**src/rtl/status_ctrl.sv**
```systemverilog
// Architectural status word: ALU flags, imask, mode; interrupt entry/return sequencing.
// Optional nesting (4-deep save stack) enabled by defining STATUS_CTRL_NEST_EN.
package reg_pkg;
  typedef struct packed {
    logic n;
    logic z;
    logic c;
    logic v;
  } alu_status_t;

  typedef struct packed {
    alu_status_t flags;
    logic        imask;
    logic        mode;   // 0 = kernel, 1 = user
  } status_t;
endpackage

module status_ctrl (
  input  logic                 clk,
  input  logic                 rst,
  input  reg_pkg::alu_status_t alu_status_in,
  input  logic                 alu_status_we,
  input  reg_pkg::status_t     status_in,
  input  logic                 status_we,
  input  logic                 irq,
  input  logic                 boundary,
  input  logic                 rti,
  output reg_pkg::status_t     status_out,
  output logic                 int_pending,
  output logic                 int_enter,
  output logic                 priv_fault
);
  import reg_pkg::*;

`ifdef STATUS_CTRL_NEST_EN
  localparam int MAX = 4;
  localparam int DW  = 3;
`else
  localparam int MAX = 1;
  localparam int DW  = 1;
`endif

  localparam logic MODE_KERNEL = 1'b0;

  status_t       status;
  logic          irq_q;
  logic          pending;
  logic          enter_q;
  logic          fault_q;
  logic [DW-1:0] depth;

  logic    irq_rise;
  logic    rti_ok;
  logic    take;
  status_t save_val;
  status_t restore_val;

`ifdef STATUS_CTRL_NEST_EN
  status_t   stack [4];
  logic [1:0] sp_rd;
  assign sp_rd       = depth[1:0] - 2'd1;
  assign restore_val = stack[sp_rd];
`else
  status_t stack;
  assign restore_val = stack;
`endif

  assign irq_rise = irq & ~irq_q;
  assign rti_ok   = (status.mode == MODE_KERNEL) && (depth != '0);
  assign take     = pending && !status.imask && boundary && (depth < DW'(MAX)) && !rti;
  // An ALU result retiring on the entry cycle belongs to the interrupted context.
  assign save_val = {(alu_status_we ? alu_status_in : status.flags), status.imask, status.mode};

  always_ff @(posedge clk) begin
    if (rst) begin
      status  <= '{flags: '0, imask: 1'b1, mode: MODE_KERNEL};
      irq_q   <= 1'b0;
      pending <= 1'b0;
      enter_q <= 1'b0;
      fault_q <= 1'b0;
      depth   <= '0;
`ifdef STATUS_CTRL_NEST_EN
      for (int i = 0; i < 4; i++) stack[i] <= '0;
`else
      stack <= '0;
`endif
    end else begin
      irq_q   <= irq;
      enter_q <= take;
      fault_q <= 1'b0;
      // A fresh edge on the entry cycle is a new request and must not be lost.
      if (irq_rise)  pending <= 1'b1;
      else if (take) pending <= 1'b0;

      if (rti) begin
        if (rti_ok) begin
          status <= restore_val;
          depth  <= depth - DW'(1);
        end else begin
          fault_q <= 1'b1;
        end
      end else if (take) begin
`ifdef STATUS_CTRL_NEST_EN
        stack[depth[1:0]] <= save_val;
`else
        stack <= save_val;
`endif
        status <= '{flags: save_val.flags, imask: 1'b1, mode: MODE_KERNEL};
        depth  <= depth + DW'(1);
      end else if (status_we) begin
        if (status.mode == MODE_KERNEL) begin
          status <= status_in;
        end else begin
          status.flags <= status_in.flags;
          fault_q      <= (status_in.imask != status.imask) || (status_in.mode != status.mode);
        end
      end else if (alu_status_we) begin
        status.flags <= alu_status_in;
      end
    end
  end

  assign status_out  = status;
  assign int_pending = pending;
  assign int_enter   = enter_q;
  assign priv_fault  = fault_q;
endmodule

```
**config.mk**
```make
export PLATFORM = sky130hd
export DESIGN_NAME = status_ctrl
export DESIGN_NICKNAME = d
export VERILOG_FILES = /design/src/rtl/status_ctrl.sv
export SDC_FILE = /design/constraint.sdc
export NUM_CORES = 1
export LEC_CHECK = 0
export ABC_AREA = 0
export CAP_MARGIN = 15
export CORE_MARGIN = 1.5
export CORE_UTILIZATION = 44
export CTS_BUF_LIST = sky130_fd_sc_hd__clkbuf_8 sky130_fd_sc_hd__clkbuf_16
export DETAILED_ROUTE_END_ITERATION = 8
export HOLD_SLACK_MARGIN = 0.05
export PLACE_DENSITY = 0.81
export SLEW_MARGIN = 25
export SYNTH_ARGS = -nofsm -noshare
export SYNTH_HDL_FRONTEND = slang
export SYNTH_SLANG_ARGS = --single-unit
```
**constraint.sdc**
```tcl
create_clock -name clk -period 1.9 [get_ports clk]
set_input_delay 0.285 -clock clk [delete_from_list [all_inputs] [get_ports clk]]
set_output_delay 0.285 -clock clk [all_outputs]
set_load 0.02 [all_outputs]
```
==> flow_summary.yaml, run 1 <==
clock_tree:
  hold_buffers: 0
  clkSlewWorstSetupHoldPaths_ns: 0.06
  root_buffer: "clkbuf_8"
  ctsHtreeMaxLevel: 1
  cts_sinks: 17
  cts-resized-gates: 0
  cts_buffers: 3
  cts.path.max_buffers: 2
  clock_latency_ns: 0.25
  cts_tree: "yes"
  postCtsSetupBuffers: 0
detailed_routing:
  wl_mm: 2.02
  num_vias: 780
  first_pass_iters: 4
  viasPerCell: 5.49
  post_drt_wl_per_cell_um: 14.2
  drc: 0
  ant_nets: 0
  drtIter0Drc: 19
worst_setup_path:
  cp.arrival_ns: 1.37
  critPathLaunchType: "register"
  cpPeakStageDelay_ns: 0.66
  cpMaxStageDelayCell: "clkdlybuf4s50_1"
  crit_family: "buffers and inverters"
  cp-startpoint: "status_out[0]"
  r2r_setup_slack_ns: 0.33
  r2r_end: "status_out[5]"
  critical_path_class: "reg2out"
  cp_max_fo: 8
  crit_buf_inv: 1
  end_kind: "output pin"
  r2r-start: "status_out[1]"
  reg2regPathDepth: 4
  required_ns: 1.62
  crit_chain: "clkdlybuf4s50_1"
floorplan:
  die_w_um: 46.6
  core_area_mm2: 0.00175
  dieHeight_um: 46.6
  initial_core_util_pct: 47.8
  die_area_mm2: 0.00217
  rows: 15
  io_pins: 26
global_route:
  grt_pass1_wl_mm: 3.02
  grt_max_degree: 13
  antenna_found_initial: 0
  track_usage_pct: 20.5
  overflow: 0
  grt_pass1_vias: 722
finish:
  utilization_pct: 66.2
  drive_above_1_share_pct: 10.3
  syn_to_final_growth_pct: 38.5
  diodes: 0
  fillers: 158
  layout.nets: 136
  stdcell_count: 142
logic_synthesis:
  synth_xor_area_share_pct: 1.05
  synth_cell_type_count: 25
  synth_largest_area_cell: "dfxtp_1"
  synth_top_family_by_area: "simple AND/OR/NAND/NOR gates"
  synthAdderAreaFrac_pct: 1.50
  synth_compound_area_share_pct: 18.1
  ys_ff_latch: 17
  synth_top_area_share_pct: 40.8
  synthTopCellsByArea: "dfxtp_1 41%, mux2i_1 11%, buf_4 4.5%, o311ai_1 4.2%, a21oi_1 3.6%"
  ys_seq_area_share_pct: 40.8
  synth_simple_gate_area_share_pct: 19.5
  syn_area_per_cell_um2: 9.27
  syn_nets: 108
  netlist_area_um2: 835
  synthMuxAreaShare_pct: 10.8
  ys_warn_count: 0
  syn_inst: 90
hold_path:
  worstHoldPathCells: 2
  holdPathEnd: "restore_val[0]"
  min_from: "restore_val[0]"
  hold_path.class: "reg2reg"
timing:
  fin_crit_sh_pct: 87.4
  hold_viol: 0
  setup_slack_ns: 0.240
  finClkSkew_ns: 0.00206
  min_period_ns: 1.66
  fmax_mhz: 602
  max-slew-margin-rel_pct: 72.5
  whs_ns: 0.465
  worst_slew_pin_slew_ns: 0.411
  rsz0062_at_grt: "false"
  slew_viol_final: 0
  setup_viol: 0
  setup_tns_ns: 0
pwr:
  peakVddDrop_mv: 0.497
  p_per_area_mw_per_mm2: 682
  total_leakage_power_nw: 0.432
place:
  gp_congestion: 0.794
  hpwlAfterDp_mm: 1.48
  port_buffers: 25
  dp_cells: 138
  pre_cts_slack_ns: 0.0256
status:
  run_status: "finished clean"
job:
  drv_cap: 0
==> cells in the final DEF (no fill, tap or decap), drive strengths merged <==
cell type and count:
a211oi 4, a21oi 7, a31oi 2, and2 1, and3 2, buf 6, clkbuf 3, clkdlybuf4s50 25
dfxtp 17, ha 1, inv 6, mux2i 9, nand2 3, nand2b 1, nand4 4, nor2 6
nor2b 3, nor3 1, nor4b 1, o211ai 2, o21ai 4, o311ai 4, or4 4, xor2 1
==> registers in the layout, indices dropped and copies added (netlist names) <==
register and flops:
status_out 6, int_pending 1, priv_fault 1, depth 1, irq_q 1, int_enter 1
restore_val 6
==> metrics by stage <==
stage | power, W | instance area [um2]
after floorplan | 0.000461 | 835
after global placement | 0.000529 | 1110
after detailed placement | 0.000533 | 1110
after CTS | 0.000793 | 1160
after global routing | 0.000816 | 1160
final | 0.000789 | 1160
==> synth_stat cells <==
cell type	count
dfxtp_1	17
mux2i_1	9
a21oi_1	6
nor2_1	6
buf_4	5
inv_1	5
a211oi_1	4
nand4_1	4
o21ai_0	4
o311ai_1	4
or4_1	4
nand2_1	3
nor2b_1	3
a31oi_1	2
and3_1	2
buf_1	2
o211ai_1	2
a21oi_2	1
and2_2	1
buf_2	1
ha_1	1
nand2b_1	1
nor3_1	1
nor4b_4	1
xor2_1	1
==> logic make-up after synthesis <==
logic type,after synthesis
AOI/OAI and AO/OA,23
xor gates and xnor gates,1
DFF,17
muxes,9
and+or+nand+nor,26
buffers and inverters,13
adders and majority gates,1
==> layer usage <==
layer | track usage (%) | wire length, um | vias to the layer above
li1 | - | - | 385
met3 | 3.92 | 83 | 8
met1 | 24.0 | 924 | 366
met2 | 32.2 | 961 | 21
met4 | 16.0 | 53 | 0
met5 | 0 | 0 | -
==> cell type report <==
class	count	area, um2	share of cell area (%)
repair buffers	31	295	25.5
clock buffers	3	41.3	3.57
clock inverters	1	3.75	0.325
multi-input cells	60	425	36.8
well taps	25	31.3	2.71
inverters	5	18.8	1.62
flip-flops and latches	17	340	29.4
==> worst min-delay path: cells and delay by family, from the launching register on <==
kind	cells	cell delay [ns]
AO/OA/AOI/OAI	1	0.06
AND/OR/NAND/NOR	1	0.05
flip-flops	1	0.31
==> power by group <==
part           leakage [nW]  switching [W]  total, W  internal [W]
sequential            0.139      0.0000137  0.000384      0.000371
combinational         0.266      0.0000655  0.000142     0.0000764
clock                0.0269       0.000119  0.000262      0.000143
total                 0.432       0.000198  0.000789      0.000591
==> worst max path at each step <==
| stage | to | slack, ns | cells past startpoint |
|---|---|---|---|
| after floorplan | status_out[2] | 0.50 | 4 |
| after global placement | status_out[5] | 0.13 | 5 |
| after detailed placement | status_out[5] | 0.03 | 5 |
| after CTS | status_out[0] | 0.24 | 1 |
| after global routing | status_out[5] | 0.21 | 5 |
| final | status_out[0] | 0.24 | 1 |
Note: power is estimated with default switching activity, not from simulation.
==> run 2, diff against run 1 <==
Settings changed: CORE_MARGIN 1.5 to 4, SKIP_CTS_REPAIR_TIMING from default to 1.
==> run 2 against run 1 <==
Flip-flop and latch count did not move. Register-to-register slack barely moved. Via count rose by 0.38%. First-iteration DRC count fell by 58%. Non-clock buffer count fell by 1. Fmax rose by 0.91%. Worst hold slack got worse by 0.0019 ns. Global-route usage fell by 3.6 points. Critical endpoint is now status_out[5]. Sequential power barely moved.
==> flow_summary.yaml, run 2 (synthesis gave the netlist of run 1 again) <==
floorplan:
  initial_core_util_pct: 47.3
  die_w_um: 51.6
  dieHeight_um: 51.6
  die_area_mm2: 0.00266
  io_pins: 26
  rows: 15
  core_area_mm2: 0.00176
detailed_routing:
  dr_wl_met3_um: 117
  drc: 0
  ant_nets: 0
  wl_mm: 2.02
  num_vias: 783
  wirelength_met1_um: 850
  viasPerCell: 5.55
  wl_met2_um: 997
  post_drt_wl_per_cell_um: 14.3
  drtIter0Drc: 8
  highest_layer: "met4"
  first_pass_iters: 4
finish:
  syn_to_final_growth_pct: 37.6
  drive_above_1_share_pct: 9.48
  layout.nets: 135
  final_cell_mix: "25 x clkdlybuf4s50_1, 17 x dfxtp_1, 9 x mux2i_1"
  diodes: 0
  final_common_cell: "clkdlybuf4s50_1"
timing:
  fmax_mhz: 608
  max-slew-margin-rel_pct: 75.9
  slew_viol_final: 0
  hold_viol: 0
  setup_viol: 0
  finClkSkew_ns: 0.000845
  setup_tns_ns: 0
  rsz0062_at_grt: "false"
  min_period_ns: 1.64
  whs_ns: 0.463
  fin_crit_sh_pct: 86.6
  worst_slew_pin_slew_ns: 0.362
pwr:
  p_per_area_mw_per_mm2: 685
  p_switching_w: 0.000196
  swShare_pct: 25.0
  total_leakage_power_nw: 0.426
  clkPwrFrac_pct: 33.2
  internal_power_w: 0.000590
  peakVddDrop_mv: 0.542
  sequentialPowerShare_pct: 48.9
  pwr-share-comb_pct: 17.9
  p_total_w: 0.000786
global_route:
  antenna_found_initial: 0
  grt_pass1_wl_mm: 3.33
  grt_pass1_vias: 775
  grt_max_degree: 13
  overflow: 0
  track_usage_pct: 16.8
place:
  port_buffers: 25
  hpwlAfterDp_mm: 1.55
  gp_congestion: 0.920
clock_tree:
  cts.path.max_buffers: 2
  clkSlewWorstSetupHoldPaths_ns: 0.06
  clock_latency_ns: 0.25
  cts_sinks: 17
  cts_tree: "yes"
  cts_buffers: 3
  root_buffer: "clkbuf_8"
  ctsHtreeMaxLevel: 1
worst_setup_path:
  critical_path_class: "in2reg"
  r2r_setup_slack_ns: 0.33
  r2r-start: "status_out[1]"
  end_kind: "register"
  cp.arrival_ns: 1.79
  required_ns: 2.05
  reg2regPathDepth: 4
  cp_max_fo: 9
  critPathLaunchType: "input port"
  cp-startpoint: "rti"
  r2r_end: "status_out[5]"
  endpoint: "status_out[5]"
hold_path:
  hold_path.class: "reg2reg"
  worstHoldPathCells: 2
job:
  drv_cap: 0
status:
  run_status: "finished clean"
run 2: worst max-delay path: stages:
cell and delay (ns):
clkdlybuf4s50_1 0.46, nor4b_4 0.34, a21oi_2 0.18, or4_1 0.42, o311ai_1 0.10
run 2: metrics by stage:
step | instances | utilization, % | instance area (um2) | setup WS (ns)
after detailed placement | 137 | 62.6 | 1100 | 0.000501
after floorplan | 90 | - | 835 | 0.505
after global routing | 141 | 65.1 | 1150 | 0.167
after global placement | 137 | 62.6 | 1100 | 0.0983
after CTS | 141 | 65.1 | 1150 | 0.250
final | 141 | 65.1 | 1150 | 0.255
run 2: metal layers:
layer	GRT usage, %	up-vias
li1	-	383
met1	19.2	362
met2	29.0	30
met3	4.01	8
met4	8.73	0
met5	0	-
run 2: how the worst min path moves through the flow:
stage                   startpoint        endpoint  slack (ns)
floorplan                      irq           irq_q        0.41
global placement    restore_val[0]  restore_val[0]        0.44
detailed placement  restore_val[0]  restore_val[0]        0.45
CTS                 restore_val[0]  restore_val[0]        0.46
global route        restore_val[0]  restore_val[0]        0.48
finish              restore_val[0]  restore_val[0]        0.46
run 2: power groups by stage:
stage                     Clock [W]  Combinational, W  Sequential (W)
after global placement            0          0.000137        0.000391
after global routing       0.000291          0.000151        0.000386
after detailed placement          0          0.000140        0.000393
final                      0.000261          0.000141        0.000385
after CTS                  0.000264          0.000141        0.000385
after floorplan                   0         0.0000603        0.000401
run 2: area by class of cell:
cell class	instances	area, um2
clock buffers	3	41.3
flip-flops and latches	17	340
fillers	159	616
inverters	5	18.8
repair buffers	30	288
well taps	25	31.3
multi-input cells	60	425
clock inverters	1	3.75
